[src/rtl/mem_pkg.sv]
// Shared store-path types: access size, byte-enable constants, formatted store entry.
// Latency: n/a (types and pure combinational helper functions only).
// Backpressure: n/a.
package mem_pkg;

   // Address width the formatted entry carries; the top-level AW must match it.
   localparam int ADDR_W = 32;

   typedef enum logic [1:0] {
      SZ_BYTE = 2'b00,
      SZ_HALF = 2'b01,
      SZ_WORD = 2'b10,
      SZ_ILL  = 2'b11
   } size_t;

   // Big-endian lanes: bit3 enables bits 31:24, which is byte offset 0.
   localparam logic [3:0] BE_NONE    = 4'b0000;
   localparam logic [3:0] BE_BYTE0   = 4'b1000;
   localparam logic [3:0] BE_HALF_HI = 4'b1100;
   localparam logic [3:0] BE_HALF_LO = 4'b0011;
   localparam logic [3:0] BE_WORD    = 4'b1111;

   typedef struct packed {
      logic [ADDR_W-1:0] addr;
      logic [31:0]       data;
      logic [3:0]        be;
   } store_entry_t;

   // True when the access cannot be issued: misaligned half/word or illegal size.
   function automatic logic store_misaligned(input logic [1:0] addr_lo, input size_t size);
      logic bad;
      bad = 1'b1;
      case (size)
         SZ_BYTE: bad = 1'b0;
         SZ_HALF: bad = addr_lo[0];
         SZ_WORD: bad = (addr_lo != 2'b00);
         default: bad = 1'b1;
      endcase
      return bad;
   endfunction

   // Narrow register data to the access size and replicate it onto every lane
   // it could occupy; the byte enables select the lane actually written.
   function automatic store_entry_t fmt_store(input logic [ADDR_W-1:0] addr,
                                              input logic [31:0]       data,
                                              input size_t             size);
      store_entry_t e;
      e.addr = {addr[ADDR_W-1:2], 2'b00};
      e.data = data;
      e.be   = BE_NONE;
      case (size)
         SZ_BYTE: begin
            e.data = {4{data[7:0]}};
            e.be   = BE_BYTE0 >> addr[1:0];
         end
         SZ_HALF: begin
            e.data = {2{data[15:0]}};
            e.be   = addr[1] ? BE_HALF_LO : BE_HALF_HI;
         end
         SZ_WORD: begin
            e.data = data;
            e.be   = BE_WORD;
         end
         default: begin
            e.data = data;
            e.be   = BE_NONE;
         end
      endcase
      return e;
   endfunction

endpackage

[src/rtl/store_queue.sv]
// DEPTH-entry synchronous FIFO of formatted stores.
// Latency: an entry pushed at edge N is at the head after edge N (one cycle).
// Backpressure: push ignored when full, pop ignored when empty; simultaneous push/pop keeps count.
module store_queue
   import mem_pkg::*;
#(
   parameter int DEPTH = 2,
   localparam int PW = $clog2(DEPTH),
   localparam int CW = $clog2(DEPTH + 1)
) (
   input  logic          clk,
   input  logic          rst_n,
   input  logic          push,
   input  store_entry_t  push_entry,
   input  logic          pop,
   output store_entry_t  head_entry,
   output logic          full,
   output logic          empty,
   output logic [CW-1:0] count
);

   store_entry_t   mem_q [DEPTH];
   store_entry_t   mem_d [DEPTH];
   logic [PW-1:0]  head_q, head_d;
   logic [PW-1:0]  tail_q, tail_d;
   logic [CW-1:0]  count_q, count_d;
   logic           do_push;
   logic           do_pop;

   assign full       = (count_q == CW'(DEPTH));
   assign empty      = (count_q == '0);
   assign count      = count_q;
   assign head_entry = mem_q[head_q];
   assign do_push    = push && !full;
   assign do_pop     = pop && !empty;

   // Next-state: write at tail, advance pointers (natural wrap, DEPTH is a power of two), track occupancy.
   always_comb begin
      mem_d   = mem_q;
      head_d  = head_q;
      tail_d  = tail_q;
      count_d = count_q;
      if (do_push) begin
         mem_d[tail_q] = push_entry;
         tail_d        = tail_q + 1'b1;
      end
      if (do_pop) begin
         head_d = head_q + 1'b1;
      end
      case ({do_push, do_pop})
         2'b10:   count_d = count_q + 1'b1;
         2'b01:   count_d = count_q - 1'b1;
         default: count_d = count_q;
      endcase
   end

   // State registers; reset flushes every entry so nothing stale can surface.
   always_ff @(posedge clk or negedge rst_n) begin
      if (!rst_n) begin
         for (int i = 0; i < DEPTH; i++) begin
            mem_q[i] <= '0;
         end
         head_q  <= '0;
         tail_q  <= '0;
         count_q <= '0;
      end else begin
         mem_q   <= mem_d;
         head_q  <= head_d;
         tail_q  <= tail_d;
         count_q <= count_d;
      end
   end

endmodule

[src/rtl/store_formatter.sv]
// Formats byte/half/word stores onto big-endian lanes, queues them, flags misaligned stores.
// Latency: accepted store appears on Mem* one cycle after the accepting edge.
// Backpressure: ReqReady drops when the queue is full (no same-cycle pass-through); Mem* held while !MemReady.
module store_formatter
   import mem_pkg::*;
#(
   parameter int DEPTH = 2,
   parameter int AW    = ADDR_W
) (
   input  logic          Clock,
   input  logic          nReset,
   input  logic          ReqValid,
   output logic          ReqReady,
   input  logic [AW-1:0] Addr,
   input  logic [31:0]   Data,
   input  logic [1:0]    Size,
   output logic          MemValid,
   input  logic          MemReady,
   output logic [AW-1:0] MemAddr,
   output logic [31:0]   MemData,
   output logic [3:0]    MemBE,
   output logic          AddrErr,
   output logic [AW-1:0] BadAddr,
   output logic          Busy
);

   localparam int CW = $clog2(DEPTH + 1);

   size_t          req_size;
   logic           accept;
   logic           req_err;
   store_entry_t   req_entry;
   store_entry_t   head_entry;
   logic           q_push;
   logic           q_pop;
   logic           q_full;
   logic           q_empty;
   logic [CW-1:0]  q_count;

   logic           addr_err_q, addr_err_d;
   logic [AW-1:0]  bad_addr_q, bad_addr_d;

   assign req_size  = size_t'(Size);
   assign accept    = ReqValid && ReqReady;
   assign req_err   = store_misaligned(Addr[1:0], req_size);
   assign req_entry = fmt_store(Addr, Data, req_size);

   // Rejected requests still complete the handshake but never enter the queue.
   assign q_push = accept && !req_err;
   assign q_pop  = MemValid && MemReady;

   store_queue #(
      .DEPTH (DEPTH)
   ) u_queue (
      .clk        (Clock),
      .rst_n      (nReset),
      .push       (q_push),
      .push_entry (req_entry),
      .pop        (q_pop),
      .head_entry (head_entry),
      .full       (q_full),
      .empty      (q_empty),
      .count      (q_count)
   );

   assign ReqReady = !q_full;
   assign MemValid = !q_empty;
   assign Busy     = (q_count != '0);

   // Idle outputs read as zero so a freshly reset or drained port shows no leftover store.
   assign MemAddr = q_empty ? '0 : head_entry.addr;
   assign MemData = q_empty ? '0 : head_entry.data;
   assign MemBE   = q_empty ? '0 : head_entry.be;

   assign AddrErr = addr_err_q;
   assign BadAddr = bad_addr_q;

   // Error pulse lasts the cycle after a rejected accept; faulting address is kept until the next error.
   always_comb begin
      addr_err_d = accept && req_err;
      bad_addr_d = bad_addr_q;
      if (accept && req_err) begin
         bad_addr_d = Addr;
      end
   end

   // Error reporting registers.
   always_ff @(posedge Clock or negedge nReset) begin
      if (!nReset) begin
         addr_err_q <= 1'b0;
         bad_addr_q <= '0;
      end else begin
         addr_err_q <= addr_err_d;
         bad_addr_q <= bad_addr_d;
      end
   end

endmodule
[config.mk]
export PLATFORM = sky130hd
export DESIGN_NAME = store_formatter
export DESIGN_NICKNAME = d
export VERILOG_FILES = /design/src/rtl/mem_pkg.sv /design/src/rtl/store_queue.sv /design/src/rtl/store_formatter.sv
export SDC_FILE = /design/constraint.sdc
export NUM_CORES = 1
export LEC_CHECK = 0
export CAP_MARGIN = 20
export CORE_AREA = 4 4 137 139
export CTS_CLUSTER_DIAMETER = 150
export CTS_CLUSTER_SIZE = 12
export DETAILED_ROUTE_END_ITERATION = 12
export DIE_AREA = 0 0 141 143
export PLACE_DENSITY_LB_ADDON = 0.2
export SETUP_SLACK_MARGIN = 0.1
export SLEW_MARGIN = 20
export SYNTH_ARGS = -nofsm -noshare
export SYNTH_HDL_FRONTEND = slang
export SYNTH_SLANG_ARGS = --single-unit
[constraint.sdc]
create_clock -name Clock -period 1.76 [get_ports Clock]
set_input_delay 0.528 -clock Clock [delete_from_list [all_inputs] [get_ports Clock]]
set_output_delay 0.528 -clock Clock [all_outputs]
set_load 0.02 [all_outputs]
==> results.rst <==
.. list-table::
   :header-rows: 1

   * - Metric
     - Value
   * - Share of layout cells above drive strength 1
     - 0.545
   * - Number of global-route vias before repair
     - around 6,300
   * - Signal arrival time at the worst endpoint
     - about 1.8 ns
   * - Per-cell routed wire length
     - about 22 um
   * - Power density normalized to cell area
     - about 2000 nW/um^2
   * - Number of CTS-inserted buffers
     - 17
   * - Worst path cell trace
     - buf_12 -> buf_12 -> mux2i_1 -> nor2_2 -> buf_6
   * - Critical Path RT
     - approximately 1.2 ns
   * - Result of the run
     - finished, violations left
   * - Cells after synthesis
     - between 600 and 700
   * - Seq cells post-synth
     - about 170
   * - Highest attainable clock frequency
     - around 440 MHz
   * - Tightest Pin Transition
     - 0.506 ns
   * - Yosys top cell area share
     - 0.529
   * - Shortest clock period the worst path allows after layout
     - 2.29 ns
   * - Number of levels in the clock H-tree
     - 4
   * - Drt pass-1 iters
     - 5
   * - Clock tree from TritonCTS
     - built
   * - 1st-iter DRT viols
     - just over 300
   * - Least setup slack across all paths after layout
     - -0.532 ns
   * - Count of maximum capacitance violations
     - 0
   * - Worst slew margin relative to its limit
     - 0.663
   * - Failing checks
     - negative setup slack
   * - GRT Resource Usage Total
     - 0.227
   * - Mean Syn Cell Area
     - approximately 13 sq um
   * - Detailed-route via count
     - roughly 6,000
   * - Cell with the largest stage delay on the worst path
     - sky130_fd_sc_hd__dfrtp_4
   * - Sequential area share after synthesis
     - 0.529
   * - Overall power after layout
     - 25.4 mW
   * - Final setup violation count
     - roughly 230
   * - Core region area
     - 17,700 sq um
   * - Dominant cell type by area after synthesis
     - sky130_fd_sc_hd__dfrtp_1
   * - Count of placed standard cells including taps
     - roughly 1,000
   * - Root Buffer
     - sky130_fd_sc_hd__clkbuf_16
   * - Y dimension of the die
     - between 100 and 150 um
   * - Yosys warnings
     - 0
   * - Top post-synthesis cells by area
     - sky130_fd_sc_hd__dfrtp_1, sky130_fd_sc_hd__mux2_4, sky130_fd_sc_hd__mux2i_1
   * - Total wire length after detailed routing
     - between 20,000 and 30,000 um
   * - Cell Count, Final, Fillers Out
     - 1,136
   * - Worst-case vdd ir drop
     - 1170 uV
   * - Post-DP HPWL
     - 14,400 um
   * - Total clock sinks
     - 169
   * - Most common cell on crit path
     - sky130_fd_sc_hd__buf_12
   * - Total DRC errors in the routed layout
     - 0
   * - CTS max path bufs
     - 2
   * - Die outline area
     - between 20,000 and 25,000 sq um
   * - Largest net degree at the start of global routing
     - 39
   * - NumNets Final
     - a little under 1,000
   * - Tightest Hold Check Type
     - primary input to asynchronous set/reset pin
   * - Most frequent cell after synthesis
     - sky130_fd_sc_hd__dfrtp_1
   * - Longest individual stage delay on the worst path
     - around 0.5 ns
   * - GP Congestion
     - around 0.84
   * - Clock transition at path regs
     - roughly 0.070 ns
   * - Number of placed I/O pins
     - 174
   * - Most instantiated cells after synthesis
     - sky130_fd_sc_hd__dfrtp_1, sky130_fd_sc_hd__mux2i_1, sky130_fd_sc_hd__nor2_1
   * - DR vias/cell
     - between 5 and 6
   * - Portion of the clock cycle consumed by the worst path in the final layout
     - 1.30
   * - Worst-path maximum fanout
     - 6
   * - FFs w/ async S/R, synth
     - 1.00
   * - Post-CTS Hold Buffers
     - 0
   * - Filler cell count
     - 1,111
   * - Count of final max-slew check failures
     - 0
   * - Horizontal extent of the die
     - ~140 um
   * - Synthesis-to-finish area growth
     - 58.9%
   * - Critical path endpoint category
     - output port
   * - Post-synth EDFFs
     - 0
   * - Number of antenna cells inserted
     - 0
   * - Main flop type after synthesis
     - sky130_fd_sc_hd__dfrtp_1
   * - Port Buffer Count
     - ~170
   * - Register-to-Register Setup Slack
     - -0.23 ns
   * - Wire length of the first global-routing pass
     - 35,200 um
   * - Residual antenna-violating net count after detailed routing
     - 0
   * - Placement row count
     - 49
   * - Number of different library cells in the post-synthesis netlist
     - 28
   * - Max Clock Skew
     - 0.00821 ns
   * - RSZ-0062 raised after global routing
     - yes
   * - Leakage
     - a little over 6 nW
   * - Effective utilization at floorplan
     - 0.453
   * - Clk Latency, worst-skew pair
     - approximately 0.43 ns
   * - Remaining global-route overflow
     - 0
   * - Total buffers and inverters traversed by the critical path
     - 3
   * - Critical Path Start Type
     - register
   * - CP top delay family
     - flip-flops
   * - Mapped Area
     - 7990 sq um
   * - Final-report hold violation count
     - 0
   * - Antenna violations before repair
     - 0
   * - Kind of critical path
     - register to output port
[per-layer routing]
metal	vias up	part of all wire	routed length, um	global-route usage
met5	-	0	0	0
met4	0	0.022	548	0.0617
met3	44	0.050	1250	0.0466
met2	209	0.52	12900	0.385
met1	3123	0.41	10300	0.298
li1	2714	-	-	-
[state kept, by name, summed over array words and instances, names as in the netlist]
name            flops
u_queue.count       2
BadAddr            32
u_queue.tail_q      1
AddrErr             1
u_queue.head_q      1
u_queue.mem_q     132
[per-stage QoR]
step	cell area [sq um]	setup WS, ns	utilization	hold slack (ns)	TNS [ns]
2_1_floorplan	8240	-0.0916	-	0.232	-1.83
3_3_place_gp	10500	-0.604	0.594	0.461	-113.87
3_5_place_dp	10500	-0.643	0.594	0.469	-119.67
4_1_cts	11900	-0.503	0.676	0.0154	-72.95
5_1_grt	12700	-0.550	0.719	0.0416	-54.44
6_report	12700	-0.532	0.719	0.0159	-45.36
[where the power goes]
| part | total [mW] | switching [mW] | internal [mW] |
|---|---|---|---|
| clock | 3.55 | 1.62 | 1.93 |
| sequential | 7.32 | 1.52 | 5.80 |
| combinational | 14.5 | 6.71 | 7.82 |
| total | 25.4 | 9.85 | 15.6 |
[cell type report]
class,instances,area (sq um),share of cell area
multi-input combinational,419,4260,0.336
clock inverter,12,91.3,0.00719
clock buffer,20,467,0.0368
inverter,3,13.8,0.00108
sequential,169,4230,0.333
timing repair buffer,284,3340,0.263
tap,229,287,0.0226
[path summary, 6_finish.rpt]
path	end	from	depth (start not counted)
setup / recovery	MemData[14]	u_queue.head_q	5
hold / removal	BadAddr[7]	nReset	1
setup reg to reg	u_queue.mem_q[119]	u_queue.count[1]	8
hold reg to reg	u_queue.mem_q[26]	u_queue.mem_q[26]	2
max in group asynchronous	u_queue.head_q	nReset	2
min in group Clock	u_queue.mem_q[26]	u_queue.mem_q[26]	2
[cell families (layout without fill, tap and decap cells)]
kind of cell               count (synthesis)  in the layout  synth area share
other                                      1              2          0.000469
muxes                                    205            205             0.312
and+or+nand+nor                          140            140            0.0697
AOI/OAI and AO/OA                         67             67            0.0484
xor gates and xnor gates                   4              4           0.00439
DFF                                      169            169             0.529
adders and majority gates                  1              1           0.00157
buffers and inverters                     49            319            0.0345
[placed cells by master (no fill, tap or decap), drive strengths merged, types with 2 or more instances in the layout]
cell type      netlist  layout
dlymetal6s2s         0       2
nor2                81      81
clkdlybuf4s50        0      63
buf                 24     170
clkbuf              22      50
clkinvlp             0       2
xor2                 2       2
dlygate4sd2          0       3
o21ai               52      52
o2111ai              2       2
inv                  3       6
clkdlybuf4s15        0      15
xnor2                2       2
clkinv               0       7
nand2               53      53
conb                 1       2
dfrtp              169     169
mux2               114     114
mux2i               91      91
a21oi               11      11
nand2b               2       2
[repair_timing]
item,in CTS,in global routing
gates resized for setup,519,216
pin swaps,10,52
setup endpoints to repair,268,259
gates cloned,15,14
buffers inserted,26,23
Note: power is estimated with default switching activity, not from simulation.
